<file path="config.mk">
export PLATFORM = sky130hd
export DESIGN_NAME = router_pkt_source
export DESIGN_NICKNAME = d
export VERILOG_FILES = /design/src/rtl/router_pkg.sv /design/src/rtl/pkt_src_buffer.sv /design/src/rtl/router_pkt_source.sv
export SDC_FILE = /design/constraint.sdc
export NUM_CORES = 1
export LEC_CHECK = 0
export ABC_AREA = 0
export CORE_MARGIN = 2
export CORE_UTILIZATION = 25
export DETAILED_ROUTE_END_ITERATION = 8
export PLACE_DENSITY_LB_ADDON = 0.1
export SLEW_MARGIN = 10
export SYNTH_ARGS = -nofsm -noshare
export SYNTH_HDL_FRONTEND = slang
export SYNTH_SLANG_ARGS = --single-unit
</file>
<file path="constraint.sdc">
create_clock -name clock -period 4.04 [get_ports clock]
set_clock_uncertainty 0.15 [all_clocks]
set_input_delay 0.808 -clock clock [delete_from_list [all_inputs] [get_ports clock]]
set_output_delay 0.808 -clock clock [all_outputs]
set_load 0.1 [all_outputs]
</file>
<file path="src/rtl/router_pkg.sv">
// router_pkg
// Shared definitions for the router packet source: source FSM state encoding,
// router header field widths and the reserved (invalid) destination address.
// No ports.
package router_pkg;

    localparam int DATA_W = 8;
    localparam int ADDR_W = 2;
    localparam int LEN_W  = 6;

    // Destination 3 does not exist on the 1x3 router.
    localparam logic [ADDR_W-1:0] ADDR_INVALID = 2'd3;

    typedef enum logic [2:0] {
        ST_IDLE,
        ST_HEADER,
        ST_PAYLOAD,
        ST_PARITY,
        ST_GAP
    } state_t;

    // Router header byte: length in the upper six bits, destination in the lower two.
    function automatic logic [DATA_W-1:0] make_header(input logic [LEN_W-1:0]  len,
                                                      input logic [ADDR_W-1:0] addr);
        return {len, addr};
    endfunction

endpackage

</file>
<file path="src/rtl/pkt_src_buffer.sv">
// pkt_src_buffer
// Circular byte FIFO that holds payload for the router packet source.
// Ports:
//   clock, resetn  - rising-edge clock, asynchronous active-low reset
//   wr_en, wr_data - push one byte; dropped while full
//   pop            - remove the head byte (ignored when empty)
//   head           - byte at the read pointer
//   head_next      - byte one past the read pointer (wraps modulo DEPTH)
//   count          - bytes currently stored (registered)
//   full           - count == DEPTH (registered)
module pkt_src_buffer
    import router_pkg::*;
#(
    parameter int DEPTH = 64
) (
    input  logic                    clock,
    input  logic                    resetn,
    input  logic                    wr_en,
    input  logic [DATA_W-1:0]       wr_data,
    input  logic                    pop,
    output logic [DATA_W-1:0]       head,
    output logic [DATA_W-1:0]       head_next,
    output logic [$clog2(DEPTH):0]  count,
    output logic                    full
);

    localparam int PTR_W = $clog2(DEPTH);

    logic [DATA_W-1:0] mem [DEPTH];
    logic [PTR_W-1:0]  wr_ptr;
    logic [PTR_W-1:0]  rd_ptr;
    logic [PTR_W-1:0]  rd_ptr_inc;
    logic [PTR_W:0]    count_n;
    logic              wr_ok;
    logic              pop_ok;

    assign wr_ok      = wr_en && !full;
    assign pop_ok     = pop && (count != '0);
    assign rd_ptr_inc = rd_ptr + PTR_W'(1);

    // Peek at the next byte so the source can present it on the same edge
    // that pops the current one.
    assign head      = mem[rd_ptr];
    assign head_next = mem[rd_ptr_inc];

    always_comb begin
        count_n = count;
        case ({wr_ok, pop_ok})
            2'b10:   count_n = count + (PTR_W+1)'(1);
            2'b01:   count_n = count - (PTR_W+1)'(1);
            default: count_n = count;
        endcase
    end

    always_ff @(posedge clock or negedge resetn) begin
        if (!resetn) begin
            wr_ptr <= '0;
            rd_ptr <= '0;
            count  <= '0;
            full   <= 1'b0;
        end else begin
            if (wr_ok) begin
                wr_ptr <= wr_ptr + PTR_W'(1);
            end
            if (pop_ok) begin
                rd_ptr <= rd_ptr_inc;
            end
            count <= count_n;
            full  <= (count_n == (PTR_W+1)'(DEPTH));
        end
    end

    // Storage needs no reset; validity is tracked by the pointers.
    always_ff @(posedge clock) begin
        if (wr_ok) begin
            mem[wr_ptr] <= wr_data;
        end
    end

endmodule

</file>
<file path="src/rtl/router_pkt_source.sv">
// router_pkt_source
// Upstream packet source for the 1x3 router. Buffers payload bytes from a host
// write port, accepts a transmit command (destination + length) and serializes
// header, payload and parity onto the router input, stalling on busy.
// Ports:
//   clock, resetn      - rising-edge clock, asynchronous active-low reset
//   wr_en, wr_data     - payload byte write; wr_full flags dropped writes
//   buf_count          - bytes currently buffered
//   cmd_valid/addr/len - transmit request; cmd_ready is the handshake
//   cmd_err            - one-cycle pulse after an invalid command is dropped
//   busy               - router stall; outputs hold while high
//   pkt_data, pkt_valid- router data_in / pkt_valid
//   tx_active          - header, payload or parity in flight
//   pkt_done           - one-cycle pulse (GAP) after parity is taken
//   cmd_corrupt        - only with PKT_SRC_ERR_INJECT_EN: flip parity bit 0
// Optional feature macro: PKT_SRC_ERR_INJECT_EN
module router_pkt_source
    import router_pkg::*;
#(
    parameter int DEPTH = 64
) (
    input  logic                   clock,
    input  logic                   resetn,
    input  logic                   wr_en,
    input  logic [DATA_W-1:0]      wr_data,
    output logic                   wr_full,
    output logic [$clog2(DEPTH):0] buf_count,
    input  logic                   cmd_valid,
    input  logic [ADDR_W-1:0]      cmd_addr,
    input  logic [LEN_W-1:0]       cmd_len,
    output logic                   cmd_ready,
    output logic                   cmd_err,
    input  logic                   busy,
    output logic [DATA_W-1:0]      pkt_data,
    output logic                   pkt_valid,
    output logic                   tx_active,
    output logic                   pkt_done
`ifdef PKT_SRC_ERR_INJECT_EN
   ,input  logic                   cmd_corrupt
`endif
);

    localparam int CNT_W = $clog2(DEPTH) + 1;

    state_t            state, state_n;
    logic [LEN_W-1:0]  cnt_q, cnt_n;
    logic [DATA_W-1:0] parity_q, parity_n;
    logic              corrupt_q, corrupt_n;
    logic [DATA_W-1:0] data_n;
    logic              valid_n;
    logic              tx_n;
    logic              done_n;
    logic              err_n;
    logic              pop;
    logic              cmd_invalid;
    logic [DATA_W-1:0] head;
    logic [DATA_W-1:0] head_next;

    pkt_src_buffer #(
        .DEPTH (DEPTH)
    ) u_buffer (
        .clock     (clock),
        .resetn    (resetn),
        .wr_en     (wr_en),
        .wr_data   (wr_data),
        .pop       (pop),
        .head      (head),
        .head_next (head_next),
        .count     (buf_count),
        .full      (wr_full)
    );

    assign cmd_invalid = (cmd_addr == ADDR_INVALID) || (cmd_len == '0);

    // Invalid commands are always consumed so they never block the port.
    assign cmd_ready = (state == ST_IDLE) &&
                       (cmd_invalid || (buf_count >= {{(CNT_W-LEN_W){1'b0}}, cmd_len}));

    always_comb begin
        state_n   = state;
        cnt_n     = cnt_q;
        parity_n  = parity_q;
        corrupt_n = corrupt_q;
        data_n    = pkt_data;
        valid_n   = pkt_valid;
        done_n    = 1'b0;
        err_n     = 1'b0;
        pop       = 1'b0;

        case (state)
            ST_IDLE: begin
                data_n  = '0;
                valid_n = 1'b0;
                if (cmd_valid && cmd_ready) begin
                    if (cmd_invalid) begin
                        err_n = 1'b1;
                    end else begin
                        // The header register itself latches addr/len.
                        state_n  = ST_HEADER;
                        cnt_n    = cmd_len - LEN_W'(1);
                        parity_n = '0;
`ifdef PKT_SRC_ERR_INJECT_EN
                        corrupt_n = cmd_corrupt;
`else
                        corrupt_n = 1'b0;
`endif
                        data_n   = make_header(cmd_len, cmd_addr);
                        valid_n  = 1'b1;
                    end
                end
            end

            ST_HEADER: begin
                if (!busy) begin
                    parity_n = parity_q ^ pkt_data;
                    state_n  = ST_PAYLOAD;
                    data_n   = head;
                    valid_n  = 1'b1;
                end
            end

            ST_PAYLOAD: begin
                if (!busy) begin
                    pop      = 1'b1;
                    parity_n = parity_q ^ pkt_data;
                    if (cnt_q == '0) begin
                        state_n = ST_PARITY;
                        data_n  = parity_q ^ pkt_data ^ {{(DATA_W-1){1'b0}}, corrupt_q};
                        valid_n = 1'b0;
                    end else begin
                        // The current head is popped on this edge, so the
                        // byte behind it becomes the new output.
                        cnt_n   = cnt_q - LEN_W'(1);
                        data_n  = head_next;
                        valid_n = 1'b1;
                    end
                end
            end

            ST_PARITY: begin
                if (!busy) begin
                    state_n = ST_GAP;
                    data_n  = '0;
                    valid_n = 1'b0;
                    done_n  = 1'b1;
                end
            end

            ST_GAP: begin
                state_n = ST_IDLE;
                data_n  = '0;
                valid_n = 1'b0;
            end

            default: begin
                state_n = ST_IDLE;
                data_n  = '0;
                valid_n = 1'b0;
            end
        endcase

        tx_n = (state_n == ST_HEADER) || (state_n == ST_PAYLOAD) || (state_n == ST_PARITY);
    end

    always_ff @(posedge clock or negedge resetn) begin
        if (!resetn) begin
            state     <= ST_IDLE;
            cnt_q     <= '0;
            parity_q  <= '0;
            corrupt_q <= 1'b0;
            pkt_data  <= '0;
            pkt_valid <= 1'b0;
            tx_active <= 1'b0;
            pkt_done  <= 1'b0;
            cmd_err   <= 1'b0;
        end else begin
            state     <= state_n;
            cnt_q     <= cnt_n;
            parity_q  <= parity_n;
            corrupt_q <= corrupt_n;
            pkt_data  <= data_n;
            pkt_valid <= valid_n;
            tx_active <= tx_n;
            pkt_done  <= done_n;
            cmd_err   <= err_n;
        end
    end

endmodule
</file>
# Yosys cells after proc, flatten, opt, wreduce, memory -nomap -nowiden
# Memory sizes are Yosys's and may differ from the RTL's.
# Cells that the tools add are included.
# op_classes
addsub	6
order_cmp	1
n_eq_ne	17
n_mux	39
bitwise_logic	1
n_reduce_logical	19
# ops
cell	n
2-to-1 mux 8 bit	9
case mux 8 bit (4 select lines)	1
2-to-1 mux 6 bit	4
2-to-1 mux 3 bit	6
case mux 8 bit (2 select lines)	1
2-to-1 mux 1 bit	14
case mux 7 bit (2 select lines)	1
adder 6 x 1 -> 6 bit (second input constant)	2
== test 3 x 2 -> 1 bit (second input constant)	4
logical NOT 6 bit	2
!= test 2 bit (second input constant)	6
case mux 3 bit (4 select lines)	1
case mux 6 bit (2 select lines)	1
subtractor 6 x 1 -> 6 bit (second input constant)	2
bitwise XOR 8 bit	1
adder 7 x 1 -> 7 bit (second input constant)	1
== test 7 bit (second input constant)	1
>= comparator 7 x 6 -> 1 bit	1
nonzero test 7 bit	1
subtractor 7 x 1 -> 7 bit (second input constant)	1
== test 3 x 1 -> 1 bit (second input constant)	2
AND reduction 5 bit	1
== test 2 bit (second input constant)	2
logical AND 1 bit	4
other kinds (10)	14
# totals
register_bits	49
ram_bits	512
in_bits	21
output_inout_bits	21
wordCells	96
memories	1
# mem_list
memory	words	word_bits	rd	rd_clocked_by_memory_dff	write_ports	line_no	text
u_buffer.mem	64	8	2	0	1	pkt_src_buffer.sv:29	logic [DATA_W-1:0] mem [DEPTH];

# Logic depth before layout (Yosys ltp)
# depth
word_depth	10
mapped_depth	12
mapped_depth_nobuf	11

# By module
# A second synthesis with hierarchy kept.
# unflattened
cells_unflattened	1421
area_unflattened_um2	26963.4
# modules_own_cells
module	instances	cells_per_inst	area_each_um2	seq_area_each_um2
pkt_src_buffer	1	1186	24896.4	15875.2
router_pkt_source	1	235	2067.0	725.7

# Least setup slack after synthesis
# No wires, ideal clock.
# synth_path
kind	register to output
startpoint	register u_buffer.count[0]
endpoint	output port cmd_ready
arrival_time_ps	3288
required_ps	3082
setup_slack_ps	-206
path_stages_with_launch	8
cell_sequence	dfrtp_1 -> inv_1 -> ha_1 -> nand2b_1 -> a21o_1 -> a21o_1 -> a41oi_1 -> a21oi_1
# synth_via
elab_chain_cells	3
# synth_lines
item	line_no	text
from (decl)	pkt_src_buffer.sv:23	output logic [$clog2(DEPTH):0] count,
from (signal assigned)	pkt_src_buffer.sv:68	count <= count_n;
>= comparator 7 x 6 -> 1 bit	router_pkt_source.sv:77	(cmd_invalid || (buf_count >= {{(CNT_W-LEN_W){1'b0}}, cmd_len}));
logical OR 1 bit	router_pkt_source.sv:77	
logical AND 1 bit	router_pkt_source.sv:76	assign cmd_ready = (state == ST_IDLE) &&
to (decl)	router_pkt_source.sv:31	output logic cmd_ready,
# No other way between the ends.

# Worst setup path in the final report
# layout_path
startpoint	register state[1]
endpoint	register u_buffer.full
# layout_via
elab_chain_cells	6
word_cells_on_any_way	7
classes_between	eq/ne: 4; mux: 2; reduce/logical: 1
# layout_lines
item	line_no	text
from (decl)	router_pkt_source.sv:45	state_t state, state_n;
from (signal assigned)	router_pkt_source.sv:177	state <= state_n;
== test 3 x 2 -> 1 bit (*)	router_pkt_source.sv:90	case (state)
2-to-1 mux 1 bit (*)	router_pkt_source.sv:90	
logical AND 1 bit (*)	pkt_src_buffer.sv:38	assign pop_ok = pop && (count != '0);
net u_buffer.pop_ok	pkt_src_buffer.sv:35	logic pop_ok;
== test 2 x 1 -> 1 bit or == test 2 bit (tied branches)	pkt_src_buffer.sv:48	case ({wr_ok, pop_ok})
case mux 7 bit (2 select lines) (*)	pkt_src_buffer.sv:48	
net u_buffer.count_n[6]	pkt_src_buffer.sv:33	logic [PTR_W:0] count_n;
== test 7 bit (*)	pkt_src_buffer.sv:69	full <= (count_n == (PTR_W+1)'(DEPTH));
to (signal assigned)	pkt_src_buffer.sv:69	
to (decl)	pkt_src_buffer.sv:24	output logic full
# The timed path passes the listed nets; every way through them passes the cells marked *.
# A chain may end at the register's enable or synchronous reset.

==> impl_results.rst <==
.. list-table::
   :header-rows: 1

   * - Metric
     - Value
   * - Number of instances in the synthesized netlist
     - 1,703
   * - Syn Nets
     - 1,740
   * - Final critical-path required period
     - 3.683 ns
   * - Total global-route track usage
     - 0.1693
   * - Pwr/cell area
     - between 800 and 900 nW/um^2
   * - Worst hold-check slack
     - 0.1953 ns
   * - CTS tree
     - yes
   * - Data arrival time of the critical path
     - 4.04 ns
   * - Number of warnings issued by yosys
     - 0
   * - Sequential share of the synthesized area
     - 0.6070
   * - Primary flip-flop cell chosen by synthesis mapping
     - edfxtp_1
   * - RSZ-0062 raised after global routing
     - false
   * - Headroom to the max-slew limit
     - 0.2079
   * - Number of enable-type register cells in the synthesized netlist
     - 512
   * - Total standard cell area after synthesis
     - 27,350 sq um
   * - Horiz. Die Dim
     - 334.8 um
   * - Total length of routed wires
     - 94,300 um
   * - Share of layout cells above drive strength 1
     - 0.2741
   * - Wirelength per Cell
     - ~28 um
   * - DRC violations left
     - 0
   * - Path type of the worst min-delay path
     - in2async
   * - Startpoint types
     - flop
   * - Max-cap viol count
     - 0
   * - H-tree lvl count
     - 3
   * - Crit. End Element
     - flop
   * - Residual antenna-violating net count after detailed routing
     - 0
   * - CTS Buf Count
     - 71
   * - Sink count of the clock tree
     - 561
   * - Clk root buf
     - clkbuf_16
   * - Number of nets in the final layout
     - 1,904
   * - Result of the run
     - finished, final reports clean
   * - Die height
     - between 300 and 400 um
   * - Final count of pins violating max slew
     - 0
   * - Final weighted congestion of routability-driven global placement
     - about 0.83
   * - Total half-perimeter wirelength after legalization and detailed placement
     - 64,660 um
   * - Clk pin slew, worst setup/hold paths
     - 0.06 ns
   * - Peak Freq
     - 271.5 MHz
   * - Clock latency on the worst-skew pair
     - between 0.6 and 0.7 ns
   * - Post-Route Setup TNS
     - 0 ns
   * - TritonRoute pass-1 iters
     - 6
   * - Crit Path Category
     - reg2reg
   * - Reg2Reg Launch Point
     - state[1]$_DFF_PN0_
   * - Internal reg-to-reg setup slack
     - 0.36 ns
   * - Via density
     - ~5
   * - Max Fanout on Critical Path
     - 11
   * - Area of the die
     - 112,100 sq um
   * - Layout fillers
     - 10,752
   * - Maximum number of pins on one net before global-route repair
     - 77
   * - Post-synthesis async set-or-reset flop share
     - 0.08734
   * - Maximum clock path buffer count
     - 3
   * - Core area
     - 108,700 sq um
   * - Remaining global-route overflow
     - 0
   * - Count of distinct cell types in the synthesized netlist
     - 68
   * - Slew at the pin closest to its max-slew limit
     - approximately 1.2 ns
   * - Number of global-route vias before repair
     - 17,683
   * - Detailed Route Iter0 Violations
     - around 1,300
   * - Effective utilization at floorplan
     - 0.2516
   * - Global-route wire length before repair
     - ~140,000 um
   * - Hold-fix buffers at CTS
     - 0
   * - Number of input and output port buffers inserted
     - 41
   * - Ratio of final minimum period to clock period
     - 0.9116
   * - Final setup violation count
     - 0
   * - Static power due to leakage
     - 10.77 nW
   * - Number of register bits inferred by synthesis
     - 561
   * - Via Count
     - 16,782
   * - Required time of the critical path
     - between 4 and 5 ns
   * - I/O pin cnt
     - 42
   * - Number of placement rows
     - 121
   * - Worst Reg-to-Reg Cells
     - 11
   * - Synthesized area divided by synthesized cell count
     - 16.06 sq um
   * - Final-report hold violation count
     - 0
   * - Worst vdd rail ir drop
     - 0.6903 mV
   * - Initial antenna violation count
     - 6
   * - Area grow syn2layout
     - 18.92%
   * - FF-to-FF End
     - u_buffer.full$_DFF_PN0_
-- power by group --
group / switching [mW] / internal, mW / total (mW) / leakage (nW)
Clock: 2.51 / 3.70 / 6.21 / 1.10
Combinational: 7.82 / 5.30 / 13.1 / 4.46
Sequential: 0.468 / 6.76 / 7.22 / 5.22
-- cell usage after synthesis, types with 21 or more instances --
cell type | count | area (sq um)
nand2_1 | 176 | 660.6
edfxtp_1 | 512 | 15370
mux2i_1 | 67 | 670.6
nor3_1 | 21 | 105.1
nor2_1 | 98 | 367.9
buf_2 | 32 | 160.2
clkbuf_1 | 39 | 146.4
o21ai_0 | 29 | 145.1
mux4_2 | 205 | 4617
dfrtp_1 | 49 | 1226
o22ai_1 | 36 | 225.2
a21oi_1 | 43 | 215.2
nand3_1 | 37 | 185.2
-- cells in the final DEF, fill, tap and decap left out, types with 12 or more instances in the layout --
cell	count
edfxtp_1	512
mux4_2	205
nand2_1	176
buf_4	161
nor2_1	98
clkbuf_16	72
mux2i_1	67
dfrtp_1	45
a21oi_1	42
nand3_1	37
o22ai_1	36
clkdlybuf4s50_1	30
o21ai_0	29
nor3_1	21
mux4_1	19
clkinv_1	18
mux2_2	17
nand4_1	16
a31oi_1	16
a32oi_1	16
nor2b_1	15
xnor2_1	15
a22oi_1	13
ha_1	13
buf_12	13
xor2_1	12
-- worst max-delay path by stage --
stage                                            from                      end  slack [ns]  cells past startpoint
final                              state[1]$_DFF_PN0_  u_buffer.full$_DFF_PN0_        0.36                     11
after global routing               state[1]$_DFF_PN0_  u_buffer.full$_DFF_PN0_        0.06                     11
after CTS                          state[1]$_DFF_PN0_  u_buffer.full$_DFF_PN0_        0.26                     11
after detailed placement                         busy  u_buffer.full$_DFF_PN0_        0.09                     11
after global placement                           busy  u_buffer.full$_DFF_PN0_        0.16                     11
after floorplan           u_buffer.count[0]$_DFF_PN0_  u_buffer.full$_DFF_PN0_        0.20                     11
-- per-layer routing --
metal	routed length, um	vias to the layer above	global-route usage
met1	41840	8987	0.2234
li1	-	7301	-
met4	1798	2	0.04322
met5	7	-	0
met3	3951	100	0.02724
met2	46700	392	0.2892
-- cells by family (layout without fill, tap and decap cells) --
| logic type | after synthesis | in the layout | synth area share |
|---|---|---|---|
| AO/OA/AOI/OAI | 237 | 237 | 0.05965 |
| XOR/XNOR | 31 | 31 | 0.009927 |
| adder cells (fa/ha/maj) | 16 | 16 | 0.007594 |
| buffers and inverters | 133 | 349 | 0.02827 |
| flip-flops | 561 | 561 | 0.6070 |
| multiplexers | 308 | 308 | 0.2186 |
| other | 0 | 2 | 0 |
| AND/OR/NAND/NOR | 417 | 417 | 0.06903 |
-- state kept, by name, indices dropped and copies added, names as in the netlist --
name,count
u_buffer.full,1
tx_active,1
pkt_done,1
cmd_err,1
u_buffer.wr_ptr,6
cnt_q,6
u_buffer.mem,512
pkt_data,8
state,3
u_buffer.count,7
parity_q,8
pkt_valid,1
u_buffer.rd_ptr,6
-- critical path: stages (launching register included) --
cell      delay [ns]
dfrtp_1         0.52
or3b_2          0.54
a211oi_1        0.34
ha_2            0.35
ha_1            0.29
a21o_1          0.19
a21oi_1         0.22
o21bai_1        0.11
a21oi_1         0.21
mux2i_1         0.25
xnor2_1         0.15
nor4bb_1        0.25
-- stage by stage --
stage               std cells  utilization  setup slack [ns]  cell area [sq um]  power [mW]
global route             3333       0.2992           0.06321              32520       27.96
global placement         3208       0.2786            0.1578              30290       20.76
finish                   3335       0.2992            0.3570              32530       26.55
floorplan                1703            -            0.1985              27360       15.56
CTS                      3333       0.2992            0.2592              32520       27.07
detailed placement       3208       0.2786           0.09254              30290       20.74
-- what timing repair did --
| action | in CTS | in global routing |
|---|---|---|
| resized for setup | 0 | 1 |
| buffers inserted | 0 | 0 |
| setup endpoints to repair | 0 | 1 |
-- final cells by class --
cell class | instances | area (sq um) | area share
repair buffers | 213 | 1814 | 0.05578
inverters | 11 | 41.29 | 0.001269
multi-input cells | 1009 | 10050 | 0.3090
diodes | 2 | 5.005 | 0.0001539
clock buffers | 83 | 1843 | 0.05666
well taps | 1414 | 1769 | 0.05439
flip-flops and latches | 561 | 16610 | 0.5108
clock inverters | 42 | 391.6 | 0.01204
No activity file was read; power rests on OpenSTA's default activity.
